`src/rtl/rptr_empty_if.sv`:
```
// rtl/rptr_empty_if.sv - read-side pointer bundle of an async FIFO; level signals exist only under RPTR_EMPTY_LEVEL_EN
interface rptr_empty_if #(
  parameter int ASIZE = 4
);
  logic             rinc;
  logic [ASIZE:0]   rq2_wptr;
  logic             rempty;
  logic [ASIZE-1:0] raddr;
  logic [ASIZE:0]   rptr;
`ifdef RPTR_EMPTY_LEVEL_EN
  logic             raempty;
  logic [ASIZE:0]   rlevel;

  modport master (
    output rinc, rq2_wptr,
    input  rempty, raddr, rptr, raempty, rlevel
  );
  modport slave (
    input  rinc, rq2_wptr,
    output rempty, raddr, rptr, raempty, rlevel
  );
`else
  modport master (
    output rinc, rq2_wptr,
    input  rempty, raddr, rptr
  );
  modport slave (
    input  rinc, rq2_wptr,
    output rempty, raddr, rptr
  );
`endif
endinterface

```
`src/rtl/rptr_empty.sv`:
```
// rtl/rptr_empty.sv - async FIFO read pointer, Gray rptr and registered empty flag
// Optional almost-empty/level outputs are built when RPTR_EMPTY_LEVEL_EN is defined.
module rptr_empty #(
  parameter int ASIZE         = 4,
  parameter int AEMPTY_THRESH = 1
) (
  input  logic       rclk,
  input  logic       rrst,
  rptr_empty_if.slave bus
);

  logic [ASIZE:0] rbin;
  logic [ASIZE:0] rbinnext;
  logic [ASIZE:0] rgraynext;
  logic [ASIZE:0] rptr_q;
  logic           rempty_q;
  logic           pop;

  // A pop is only honoured while the FIFO is not empty (underflow protection).
  assign pop       = bus.rinc & ~rempty_q;
  assign rbinnext  = rbin + {{ASIZE{1'b0}}, pop};
  assign rgraynext = rbinnext ^ (rbinnext >> 1);

  always_ff @(posedge rclk or posedge rrst) begin
    if (rrst) begin
      rbin     <= '0;
      rptr_q   <= '0;
      rempty_q <= 1'b1;
    end else begin
      rbin     <= rbinnext;
      rptr_q   <= rgraynext;
      rempty_q <= (rgraynext == bus.rq2_wptr);
    end
  end

  assign bus.raddr  = rbin[ASIZE-1:0];
  assign bus.rptr   = rptr_q;
  assign bus.rempty = rempty_q;

`ifdef RPTR_EMPTY_LEVEL_EN
  localparam logic [ASIZE:0] AE_THRESH = (ASIZE+1)'(AEMPTY_THRESH);

  logic [ASIZE:0] wbin;
  logic [ASIZE:0] level_next;
  logic [ASIZE:0] rlevel_q;
  logic           raempty_q;

  // Gray to binary: each binary bit is the XOR of all Gray bits at or above it.
  always_comb begin
    wbin = '0;
    for (int i = 0; i <= ASIZE; i++) begin
      wbin[i] = ^(bus.rq2_wptr >> i);
    end
  end

  assign level_next = wbin - rbinnext;

  always_ff @(posedge rclk or posedge rrst) begin
    if (rrst) begin
      rlevel_q  <= '0;
      raempty_q <= 1'b1;
    end else begin
      rlevel_q  <= level_next;
      raempty_q <= (level_next <= AE_THRESH);
    end
  end

  assign bus.rlevel  = rlevel_q;
  assign bus.raempty = raempty_q;
`endif

endmodule

```
`src/flat_wrapper.sv`:
```
// flat-port wrapper written by rule: the top's interface ports become plain ports
module rptr_empty_flat 
#(
  parameter int ASIZE         = 4,
  parameter int AEMPTY_THRESH = 1
)
  (rclk, rrst, bus_rinc, bus_rq2_wptr, bus_rempty, bus_raddr, bus_rptr);
  rptr_empty_if #(.ASIZE(ASIZE)) bus_i ();
  input  logic rclk;
  input  logic rrst;
  input wire logic [$bits(bus_i.rinc)-1:0] bus_rinc;
  input wire logic [$bits(bus_i.rq2_wptr)-1:0] bus_rq2_wptr;
  output wire logic [$bits(bus_i.rempty)-1:0] bus_rempty;
  output wire logic [$bits(bus_i.raddr)-1:0] bus_raddr;
  output wire logic [$bits(bus_i.rptr)-1:0] bus_rptr;
  assign bus_i.rinc = bus_rinc;
  assign bus_i.rq2_wptr = bus_rq2_wptr;
  assign bus_rempty = bus_i.rempty;
  assign bus_raddr = bus_i.raddr;
  assign bus_rptr = bus_i.rptr;
  rptr_empty #(.ASIZE(ASIZE), .AEMPTY_THRESH(AEMPTY_THRESH)) u_core (.rclk(rclk), .rrst(rrst), .bus(bus_i));
endmodule
```
`config.mk`:
```
export PLATFORM = sky130hd
export DESIGN_NAME = rptr_empty_flat
export DESIGN_NICKNAME = d
export VERILOG_FILES = /design/src/rtl/rptr_empty_if.sv /design/src/rtl/rptr_empty.sv /design/src/flat_wrapper.sv
export SDC_FILE = /design/constraint.sdc
export NUM_CORES = 1
export LEC_CHECK = 0
export ABC_AREA = 1
export BUFFER_PORTS_ARGS = -buffer_cell sky130_fd_sc_hd__buf_4
export CAP_MARGIN = 40
export CORE_AREA = 2 2 47 49
export CTS_CLUSTER_SIZE = 12
export DETAILED_ROUTE_END_ITERATION = 16
export DIE_AREA = 0 0 49 51
export PLACE_DENSITY = 0.5
export SLEW_MARGIN = 10
export SYNTH_ARGS = -nofsm -noshare
export SYNTH_HDL_FRONTEND = slang
export SYNTH_SLANG_ARGS = --single-unit
```
`constraint.sdc`:
```
create_clock -name rclk -period 2.2 [get_ports rclk]
set_input_delay 0.22 -clock rclk [delete_from_list [all_inputs] [get_ports rclk]]
set_output_delay 0.22 -clock rclk [all_outputs]
set_load 0.1 [all_outputs]
```
Word level (Yosys, flattened, before mapping)
Cells that the tools add are included.

Output and inout bits: 10. Logic and storage cells: 8. Register bits: 11.

Equal/unequal tests: 1. Add/sub/neg operators: 1. Bitwise operators: 3.

Operator list (count): $add 5x1->5 (1); $eq 5x5->1 (1); $xor 5x4->5 (1); $and 1x1->1 (1); $not 1->1 (1).

Longest topological paths before layout
Gate-level depths: netlist of run 1.

Depth in word-level cells: 5. Depth in mapped cells: 13.

Worst setup path after synthesis of run 1
OpenSTA, ideal clock, no wires.

Path kind: reg2reg. Start: register u_core.rbin[0]. End: register u_core.rempty_q (netlist: u_core.bus.rempty). Cell stages (with the launch flop): 9. Data required time: 2.133 ns. Period minus slack after synthesis: 2.211 ns. Setup time: 0.067 ns. Buffers on the path: 0. Setup slack: -0.011 ns. Arrival: 2.144 ns. Path through: dfrtp_1 -> ha_1 -> ha_1 -> nand3_1 -> nand2_1 -> nand2_1 -> xor2_1 -> nand3_2 -> nor2_1.

Word-level cells in the longest chain between the ends: 3.

RTL lines: from (decl) (line rptr_empty.sv:12) `logic [ASIZE:0] rbin;`; from (signal assigned) (line rptr_empty.sv:30) `rbin <= rbinnext;`; $add 5x1->5 (line rptr_empty.sv:21) `assign rbinnext = rbin + {{ASIZE{1'b0}}, pop};`; $xor 5x4->5 (line rptr_empty.sv:22) `assign rgraynext = rbinnext ^ (rbinnext >> 1);`; $eq 5x5->1 (line rptr_empty.sv:32) `rempty_q <= (rgraynext == bus.rq2_wptr);`; to (signal assigned) (line rptr_empty.sv:32); to (decl) (line rptr_empty.sv:16) `logic rempty_q;`.

No other way between the ends.

Worst setup path after layout of run 1
Start: register u_core.rempty_q (netlist: u_core.bus.rempty). End: register u_core.rempty_q (netlist: u_core.bus.rempty).

Word-level cells in the longest chain between the ends: 5.

RTL lines: $not 1->1 (line rptr_empty.sv:20) `assign pop = bus.rinc & ~rempty_q;`; $and 1x1->1 (line rptr_empty.sv:20); $add 5x1->5 (line rptr_empty.sv:21); $xor 5x4->5 (line rptr_empty.sv:22); $eq 5x5->1 (line rptr_empty.sv:32).

No other way between the ends.

==> impl_summary.md, run 1 <==
Outcome
The flow ran to the end, and the final reports show no timing, DRC or antenna violations.

Flow run
Across the run, the number of max-cap violations was 0.

Cells and area
The number of fillers in the final layout is roughly 230. The most common cell after layout, fill and taps aside is nand2_1. In the final design database the tool counted 103 nets. Compared with the post-synthesis result, the final layout area differs by 34.7%. The antenna diode instance count is 0. Of the cells placed in the final design, the portion with a size suffix greater than 1 is 32.6%.

The library cells used most frequently in the layout, excluding fill and tap cells, are nand2_1, buf_4, inv_1, nand3_1, dfrtp_1.

Critical path
The top fanout value on the critical path is 5. The setup slack of the worst register-to-register path is 0.34 ns. The endpoint identified for the worst register-to-register timing path is u_core.bus.rempty$_DFF_PP1_.

At the worst endpoint, the required time is ~2.4 ns. Data arrives at the worst endpoint at roughly 2 ns. The worst setup path is of the flop to flop kind. The launching element of the worst setup path is u_core.bus.rempty$_DFF_PP1_. The element type at the critical path start is a flop. The startpoint of the most critical register-to-register path is u_core.bus.rempty$_DFF_PP1_. Counting cells, the worst reg-to-reg path comes to 9. The destination of the critical timing path is u_core.bus.rempty$_DFF_PP1_. STA classifies the critical path endpoint as a flop.

Synthesis
The count of distinct cell types in the synthesized netlist is 16. The number of nets handed over by synthesis was 81. The sequential cell area fraction in the yosys report is a little over two fifths. The dominant cell type by area after synthesis is dfrtp_1. After synthesis, the mean cell area works out to 8.07 um2.

The cell count after synthesis is 71. The area share of the largest cell type after synthesis is between 30% and 40%. The synthesis-stage register bit count is 10.

The cell area that synthesis handed to floorplanning was between 500 and 600 um2. The yosys synthesis warning count is 0. Sorting the synthesized cells by area gives the leading types as dfrtp_1, nand2_1, nand3_1, inv_1, dfstp_2.

Timing
The clock skew after layout is 0.00115 ns. The total setup violations reported at the end of the flow is 0. The total count of max-transition violations in the final report came to 0. Static timing analysis puts the maximum clock frequency at 537 MHz. The remaining max-slew budget at the tightest pin is roughly 74%. For the pin with the worst max-slew slack, the measured transition is 0.382 ns. For the finished layout, the period the worst path requires is 1.86 ns. In the final timing run, aggregate negative setup slack is 0 ns.

Dividing the final minimum period by the clock period gives a little over four fifths. Setup repair after global routing left no endpoint under its margin. The total count of hold-check failures in the final report is 0.

Clock network
Clock-pin slew was measured on the worst setup and hold paths at 0.06 ns. The clock passes through at most 2 buffers. In this run, CTS created clock tree buffers numbering 3. The clock sink count is 10. The latest clock arrival within the worst-skew pair is 0.26 ns.

The deepest level of the CTS H-tree is 1. The clock tree from TritonCTS is done. The cell at the root of the clock tree is clkbuf_4.

Drt
The number of DRC markers after the initial detailed-route iteration is 5. The total detailed-routing wirelength is approximately 1100 um. The detailed-route wire length on metal 1 is 464 um.

The routed via count is 500. Detailed routing placed a total of approximately 540 um of wire on met2. The remaining number of nets flagged by the antenna check after routing is 0.

After detailed routing, the number of vias per cell comes to 4.17. The number of remaining DRC errors is 0. The met3 wirelength from detailed routing is about 32 um. The total iterations of the first detailed-routing run is 4. The wire length per cell after detailed routing is 8.85 um. The top metal layer carrying routed signals is met4.

GRT
Entering global routing, the biggest net connects 11 pins. Global routing finished with a remaining overflow of 0. The number of global-route vias before repair was 437. The first-pass GRT wire length is 1770 um. The initial antenna violation count is 0.

The overall routing resource usage is a little under 10%.

Placement
The global placer's final weighted congestion is 0.703. The half-perimeter wire length after placement is 911 um. The total of buffers placed on input and output ports is 17.

Worst hold path
The tightest min-delay check is of the input pin to flop type.

Floorplan
The die covers roughly 2500 um2. The standard cell core area is 2060 um2. The count of standard-cell rows is 17. Once the floorplan was initialized, standard cells occupied 27.8% of the core. The I/O pin count is 18. From bottom edge to top edge, the die measures 51 um.

The die is around 49 um wide.
-- cell usage after synthesis --
cell type and instances:
buf_6 1, dfrtp_1 9, dfstp_2 1, ha_1 2, inv_1 8, inv_2 1
nand2_1 25, nand2_2 3, nand3_1 8, nand3_2 1, nand3_4 1, nand4_1 3
nor2_1 3, nor2_2 1, xnor2_1 2, xor2_1 2
-- registers in the layout, summed over array words and instances (netlist names) --
name / count
u_core.bus.rempty: 1
u_core.bus.rptr: 4
u_core.rbin: 5
-- worst max-delay path, stage by stage (launching register included) --
cell and delay [ns]:
dfstp_2 0.53, nor2_1 0.04, ha_1 0.24, ha_1 0.27, xnor2_1 0.35, nand2_1 0.12, nand3_1 0.09, nand2_1 0.06
nand3_2 0.06, nor2_1 0.04
-- cells by family after synthesis --
group | count (synthesis) | synth area share (%)
flops | 10 | 43.9
xor+xnor | 4 | 6.11
buf+inv | 10 | 7.86
simple gates | 45 | 37.8
fa+ha+maj | 2 | 4.37
-- metal layers --
metal	global-route usage, %	up-vias
met2	14.6	8
li1	-	267
met3	1.46	2
met4	10.0	0
met1	11.3	223
met5	0	-
-- area by class of cell --
cell class	count	area [um2]	share of cell area [%]
multi-input cells	51	277	35.8
flip-flops and latches	10	253	32.7
repair buffers	18	138	17.8
clock buffers	4	36.3	4.70
well taps	28	35.0	4.54
inverters	9	33.8	4.38
-- repair_timing --
item / in CTS / in global routing
endpoints found under the setup margin: 0 / 0
resized for setup: 0 / 0
hold buffers: 1 / 0
buffers inserted: 0 / 0
endpoints found under the hold margin: 9 / 0
-- worst min path at each step --
stage	start	endpoint	slack, ns	cells past startpoint
2_1_floorplan	rrst	u_core.bus.rptr[0]$_DFF_PP0_	0.06	1
3_3_place_gp	rrst	u_core.bus.rptr[0]$_DFF_PP0_	0.22	2
3_5_place_dp	rrst	u_core.bus.rptr[0]$_DFF_PP0_	0.23	2
4_1_cts	bus_rq2_wptr[4]	u_core.bus.rempty$_DFF_PP1_	0.19	4
5_1_grt	bus_rq2_wptr[4]	u_core.bus.rempty$_DFF_PP1_	0.23	4
6_report	bus_rq2_wptr[4]	u_core.bus.rempty$_DFF_PP1_	0.20	4
-- metrics by stage --
step	area, um2	util [%]	setup slack, ns	std cells	hold slack, ns
finish	772	37.4	0.337	120	0.197
global route	772	37.4	0.151	120	0.234
CTS	772	37.4	0.330	120	0.192
detailed placement	726	35.2	0.355	115	0.225
global placement	726	35.2	0.360	115	0.221
floorplan	574	-	0.0541	71	0.0594
Power of run 1 is not shown: default switching activity piles up to over one toggle a cycle in this logic, so the estimate is an artifact.
==> run 2, diff against run 1 <==
--- a/config.mk
+++ b/config.mk
@@ -5,14 +5,14 @@
 export SDC_FILE = /design/constraint.sdc
 export NUM_CORES = 1
 export LEC_CHECK = 0
-export ABC_AREA = 1
+export ABC_AREA = 0
 export BUFFER_PORTS_ARGS = -buffer_cell sky130_fd_sc_hd__buf_4
 export CAP_MARGIN = 40
-export CORE_AREA = 2 2 47 49
+export CORE_AREA = 2 2 44 46
 export CTS_CLUSTER_SIZE = 12
 export DETAILED_ROUTE_END_ITERATION = 16
-export DIE_AREA = 0 0 49 51
-export PLACE_DENSITY = 0.5
+export DIE_AREA = 0 0 46 48
+export PLACE_DENSITY = 0.53
 export SLEW_MARGIN = 10
 export SYNTH_ARGS = -nofsm -noshare
 export SYNTH_HDL_FRONTEND = slang
==> constraint.sdc (replaced) <==
create_clock -name rclk -period 1.7 [get_ports rclk]
set_input_delay 0.17 -clock rclk [delete_from_list [all_inputs] [get_ports rclk]]
set_output_delay 0.17 -clock rclk [all_outputs]
set_load 0.1 [all_outputs]
==> impl_summary.md, run 2 <==
Worst hold path
The startpoint identified for the worst hold timing path is bus_rq2_wptr[0]. The cell count of the worst hold path is 4. The path with the worst hold slack has its endpoint at u_core.bus.rempty$_DFF_PP1_.

The path class of the tightest hold or removal check is input pin to flop.

Floorplan
The total die area is 2210 um2. The die is between 40 and 50 um wide. The die is 48 um tall. The I/O pin count is 18. The starting density of the core is 29.3%. The standard cell core area is 1690 um2. After floorplanning, the core was divided into 15 placement rows.

Timing
Static timing analysis puts the maximum clock frequency at 484 MHz. The clock skew after layout is 0.00503 ns. Summed over all failing endpoints, the final setup total negative slack is -0.636 ns.

Setup violations remaining at the end of the flow were counted as 4. The remaining max-slew budget at the tightest pin is 73.5%. Final hold analysis gives a worst-case slack of 0.259 ns.

For the pin with the worst max-slew slack, the measured transition is 0.398 ns. The smallest clock period supported by the final layout is computed as between 2 and 2.5 ns. The total count of hold-check failures in the final report is 0. In the post-route analysis, the smallest setup slack over all paths is -0.364 ns. Setup repair after global routing could not meet its margin everywhere. The total count of max-transition violations in the final report is 0. Of the available clock period, the critical path in the final layout requires 121%.

Synthesis
The synthesized design contains 10 register bits. By area the synthesized netlist is led by dfrtp_1, xnor2_1, xor2_1, dfstp_2, ha_1. The number of nets in the synthesized netlist is 50. For this run, the number of Yosys warnings is 0.

The most used flip-flop cell after synthesis is dfrtp_1. The number of enable flip-flop cells after synthesis is 0. Of the post-synthesis cell area, the dominant cell type holds 45.5%.

The leading cell type by number of instances after synthesis is dfrtp_1. The area of the mapped netlist is just under 500 um2. Counting instances in the post-synthesis netlist gives the leading cell types as dfrtp_1, xnor2_1, xor2_1. Synthesis produced 40 cells. The async set-or-reset flop fraction in the synthesized netlist is 100%. A synthesized cell averages 12.4 um2. The dominant cell type by area after synthesis is dfrtp_1.

The count of distinct cell types in the synthesized netlist is 16. The sequential cell area fraction in the yosys report is between 50 and 60%.

Drt
The total detailed-routing wirelength is just over 1000 um. The count of nets left with antenna violations once routing finished came out at 0. In the final routed layout, each cell accounts on average for 11.5 um. The number of DRC markers after the initial detailed-route iteration is 1.

The routed via count is 396. Dividing the detail-routed via count by the number of cells gives roughly 4.5. In the routed design, unresolved DRC markers number 0.

The total iterations of the first detailed-routing run is 2.

GRT
The pin count of the biggest net entering global routing is 11. The global route total overflow is 0. The number of global-route vias before repair is around 340. The overall routing resource usage is 10.7%. The initial antenna violation count is 0. The first global-routing pass estimated 1540 um of wire.

Critical path
Together, buffers and inverters on the worst path number 0. STA classifies the critical path startpoint as a flop. The endpoint type of the worst setup path is a flop. The worst setup path is of the flop to flop kind.

The cell family contributing the most delay on the critical path is flip-flops. Walking the worst path, the cells encountered are nor2b_1 > ha_2 > ha_4 > xnor2_4 > xnor2_1 > or3_4 > a2111oi_4. The worst register-to-register path ends at u_core.bus.rempty$_DFF_PP1_. The setup slack of the worst register-to-register path is -0.36 ns.

Data arrives at the worst endpoint at 2.24 ns. The cell type of the slowest stage on the worst timing path is dfstp_4. The critical path required time is 1.88 ns. On the worst path, the slowest cell contributes a delay of 0.61 ns. Counting cells, the worst reg-to-reg path comes to 7. The startpoint of the most critical register-to-register path is u_core.bus.rempty$_DFF_PP1_. Of all nets on the critical path, the largest fanout is 4.

Outcome
The checks that failed: negative setup slack. The run finished, with violations left.

Placement
The global placer's final weighted congestion is 0.694. The half-perimeter wire length after placement is 777 um. In this run the tool buffered the top-level ports with 17 buffer cells.

Cells and area
The register with the most flip-flops in the layout has 5 of them. The final-stage net count is 82. The register with the most flip-flops is u_core.rbin. The antenna diode instance count is 0. Cells fill 50.3% of the core in the end. The share of final-layout standard cells stronger than drive strength 1 is about three fifths.

The most common cell after layout, fill and taps aside is buf_4. The signed area change from the synthesized netlist to the final layout is 71.5%. Leaving out fill and tap cells, the most frequent cells in the layout are buf_4, xnor2_1, xor2_1, dfrtp_1.

Clock network
In this run the number of H-tree levels came out at 1. The clock tree buffer depth is 2. The clock net in this run drives a total of 10 sinks. Clock-pin slew was measured on the worst setup and hold paths at 0.07 ns.

TritonCTS built the clock tree. In this run, CTS created clock tree buffers numbering 3. The latest clock arrival within the worst-skew pair is about 0.27 ns. The cell at the root of the clock tree is clkbuf_4.

Flow run
The max-capacitance violation count is 0.
run 2: worst reg2reg max path: stages (launching register included):
cell	delay, ns
dfstp_4	0.61
nor2b_1	0.05
ha_2	0.19
ha_4	0.19
xnor2_4	0.13
xnor2_1	0.14
or3_4	0.38
a2111oi_4	0.28
run 2: layer usage:
layer / part of all wire, % / global-route usage, % / wire length, um / vias to the layer above
met4: 0 / 1.71 / 0 / 0
met3: 9.1 / 7.17 / 92 / 0
li1: - / - / - / 197
met2: 47 / 14.7 / 472 / 16
met5: 0 / 0 / 0 / -
met1: 44 / 14.0 / 447 / 183
run 2: worst max-delay path by stage:
stage                                start  slack [ns]                     endpoint  depth (start not counted)
5_1_grt        u_core.bus.rempty$_DFF_PP1_       -0.45  u_core.bus.rempty$_DFF_PP1_                          7
4_1_cts        u_core.bus.rempty$_DFF_PP1_       -0.39  u_core.bus.rempty$_DFF_PP1_                          7
2_1_floorplan  u_core.bus.rempty$_DFF_PP1_       -0.60  u_core.bus.rempty$_DFF_PP1_                          7
3_5_place_dp   u_core.bus.rempty$_DFF_PP1_       -0.37  u_core.bus.rempty$_DFF_PP1_                          7
3_3_place_gp   u_core.bus.rempty$_DFF_PP1_       -0.36  u_core.bus.rempty$_DFF_PP1_                          7
6_report       u_core.bus.rempty$_DFF_PP1_       -0.36  u_core.bus.rempty$_DFF_PP1_                          7
run 2: repair_timing:
item,in CTS,in global routing
gates resized for setup,2,7
buffers inserted,1,1
pin swaps,0,4
endpoints found under the hold margin,9,0
endpoints found under the setup margin,3,4
hold buffers,1,0
cloned,0,0
run 2: cell type report:
class	instances	area [um2]
fill	157	840
multi-input combinational	28	309
sequential	10	259
timing repair buffer	27	216
clock buffer	4	36.3
tap	17	21.3
inverter	2	7.51
run 2: stage by stage:
| step | setup slack (ns) | instances | area (um2) |
|---|---|---|---|
| floorplan | -0.599 | 40 | 529 |
| global placement | -0.361 | 81 | 731 |
| detailed placement | -0.369 | 81 | 731 |
| CTS | -0.389 | 87 | 796 |
| global route | -0.450 | 88 | 850 |
| finish | -0.364 | 88 | 850 |
run 2: logic make-up after synthesis:
logic type      Yosys count  share of synthesized area (%)
compound gates            3                           5.81
xor+xnor                 15                           28.0
fa+ha+maj                 2                           5.05
buf+inv                   2                           1.52
flops                    10                           50.8
simple gates              8                           8.84
Power of run 2 is left out for the same reason.
==> run 3, diff against run 2 <==
--- a/config.mk
+++ b/config.mk
@@ -12,7 +12,7 @@
 export CTS_CLUSTER_SIZE = 12
 export DETAILED_ROUTE_END_ITERATION = 16
 export DIE_AREA = 0 0 46 48
-export PLACE_DENSITY = 0.53
+export PLACE_DENSITY = 0.58
 export SLEW_MARGIN = 10
 export SYNTH_ARGS = -nofsm -noshare
 export SYNTH_HDL_FRONTEND = slang
==> impl_summary.md, run 3 (synthesis gave the netlist of run 2 again) <==
Outcome
The flow ran to the end, but the final reports show violations. The checks that failed: negative setup slack.

Timing
Counting I/O delays and the setup requirement, the final critical path takes 2.10 ns. After layout, the worst setup slack is -0.401 ns. Setup repair after global routing could not meet its margin everywhere.

The total count of max-transition violations in the final report came to 0. Setup violations remaining at the end of the flow were counted as 4. On the final layout, the worst hold slack is between 0.2 and 0.3 ns. The clock arrives with a little under 0.004 ns of skew. The transition time of the tightest slew-check pin is about 0.39 ns. Headroom to the max-slew limit came out at 74.2%.

For this run, the top clock speed supported by timing is about 480 MHz. The share of the cycle needed by the critical path after routing is 124%. The total count of hold-check failures in the final report came to 0.

GRT
Global routing finished with a remaining overflow of 0. The overall routing resource usage is 10.7%. The pin count of the biggest net entering global routing is 11.

The number of global-route vias before repair is 359. The first global-routing pass estimated 1550 um of wire. The initial antenna violation count is 0.

Drt
Dividing the detail-routed wire length by the instance count gives 12.3 um. For this block, the initial DRC count from the detailed router was 4. Dividing the detail-routed via count by the number of cells gives about 4.5.

The routed via count is about 400. The final layout contains routed wiring with a total length of 1100 um. The number of remaining DRC errors is 0. The remaining number of nets flagged by the antenna check after routing is 0. The total iterations of the first detailed-routing run is 2.

Placement
The placed instances occupy a cell area of 738 um2. The half-perimeter wire length after placement is 783 um. Once placement completed, the tool counted placed cells totaling 82. At the end of routability-driven placement, the weighted congestion stood at ~0.71. Buffers placed on the I/O ports in this run total 17.

Critical path
The endpoint type of the worst setup path is a flop. The startpoint of the most critical register-to-register path is u_core.bus.rempty$_DFF_PP1_. In this run the worst path has a maximum fanout of 4. At the worst endpoint, the required time is 1.87 ns. Counting cells, the worst reg-to-reg path comes to 7. Setup slack on the worst reg-to-reg path comes out at -0.40 ns. The worst setup path is launched from a flop. The setup path with the least slack is of type flop to flop. Data on the critical path arrives at its endpoint at 2.27 ns. The reg-to-reg endpoint is u_core.bus.rempty$_DFF_PP1_.

Cells and area
The signed area change from the synthesized netlist to the final layout is 68.7%. The final core area utilization is 49.5%. More flip-flops sit in one register than any other, and that register is u_core.rbin.

Cells with a size suffix above 1 make up 58.3% of the layout. The most common cell after layout, fill and taps aside is buf_4. The antenna diode instance count is 0.

Once layout is done, the placed cells without fillers occupy roughly 840 um2. After the flow finishes, the layout carries non-filler instances totaling 89. The register with the most flip-flops in the layout has 5 of them. The final-stage net count is 83.

The layout has ~170 filler cells. In the layout the commonest cells are buf_4, xnor2_1, xor2_1, dfrtp_1.

Floorplan
Pin placement for this block handled 18 I/O pins. The count of standard-cell rows is 15. Measured along the x axis, the die boundary spans 46 um. The die covers between 2000 and 2500 um2.

The initial utilization of the core area, before any placement, comes to between 20% and 30%. In this run the standard cell core region covers 1690 um2. The die height is about 48 um.

Clock network
The clock tree buffer depth is 2. The root buffer cell chosen for the clock tree is clkbuf_4. The later pin in the worst-skew pair is clocked with a latency of 0.27 ns. The clock sink count is 10. After clock tree synthesis, the clock-pin slew on the worst setup and hold paths is 0.07 ns. TritonCTS built the clock tree. In this run the number of H-tree levels came out at 1.

The total clock buffers created by CTS is 3.

Flow run
Max-cap violations in this run came to 0.

Worst hold path
The cell count of the worst hold path is 4. The worst hold path class is input pin to flop. The startpoint identified for the worst hold timing path is bus_rq2_wptr[0]. The worst hold path terminates at u_core.bus.rempty$_DFF_PP1_.
-- run 3: how the worst max path moves through the flow --
stage	to	depth (start not counted)	slack (ns)	from
global placement	u_core.bus.rempty$_DFF_PP1_	7	-0.36	u_core.bus.rempty$_DFF_PP1_
detailed placement	u_core.bus.rempty$_DFF_PP1_	8	-0.38	u_core.bus.rempty$_DFF_PP1_
floorplan	u_core.bus.rempty$_DFF_PP1_	7	-0.60	u_core.bus.rempty$_DFF_PP1_
CTS	u_core.bus.rempty$_DFF_PP1_	8	-0.40	u_core.bus.rempty$_DFF_PP1_
global route	u_core.bus.rempty$_DFF_PP1_	7	-0.48	u_core.bus.rempty$_DFF_PP1_
finish	u_core.bus.rempty$_DFF_PP1_	7	-0.40	u_core.bus.rempty$_DFF_PP1_
-- run 3: metrics by stage --
stage / setup TNS [ns] / worst slack [ns]
6_report: -0.788 / -0.401
3_5_place_dp: -0.460 / -0.384
2_1_floorplan: -0.703 / -0.599
3_3_place_gp: -0.424 / -0.364
4_1_cts: -0.645 / -0.398
5_1_grt: -1.04 / -0.477
-- run 3: worst max-delay path, cell delays in order (launching register included) --
cell and delay (ns):
dfstp_4 0.61, nor2b_1 0.05, ha_2 0.19, ha_4 0.19, xnor2_4 0.13, xnor2_1 0.15
or3_4 0.38, a2111oi_4 0.30
-- run 3: repair_timing --
item	in CTS	in global routing
hold endpoints to repair	9	0
resized for setup	2	4
setup buffers	1	2
hold buffers	1	0
pin swaps	1	1
setup endpoints to repair	3	4
-- run 3: cell type report --
type	instances	area [um2]	share of cell area, %
Timing Repair Buffer	28	220	26.3
Inverter	2	7.51	0.898
Sequential cell	10	259	31.0
Multi-Input combinational cell	28	292	34.9
Tap cell	17	21.3	2.54
Clock buffer	4	36.3	4.34
-- run 3: routing by layer --
metal / vias to the layer above / wire (um) / track usage (%)
met3: 3 / 54 / 3.40
met1: 187 / 472 / 13.0
li1: 196 / - / -
met4: 0 / 23 / 8.57
met2: 16 / 547 / 15.6
met5: - / 0 / 0
Power of run 3 is left out for the same reason.
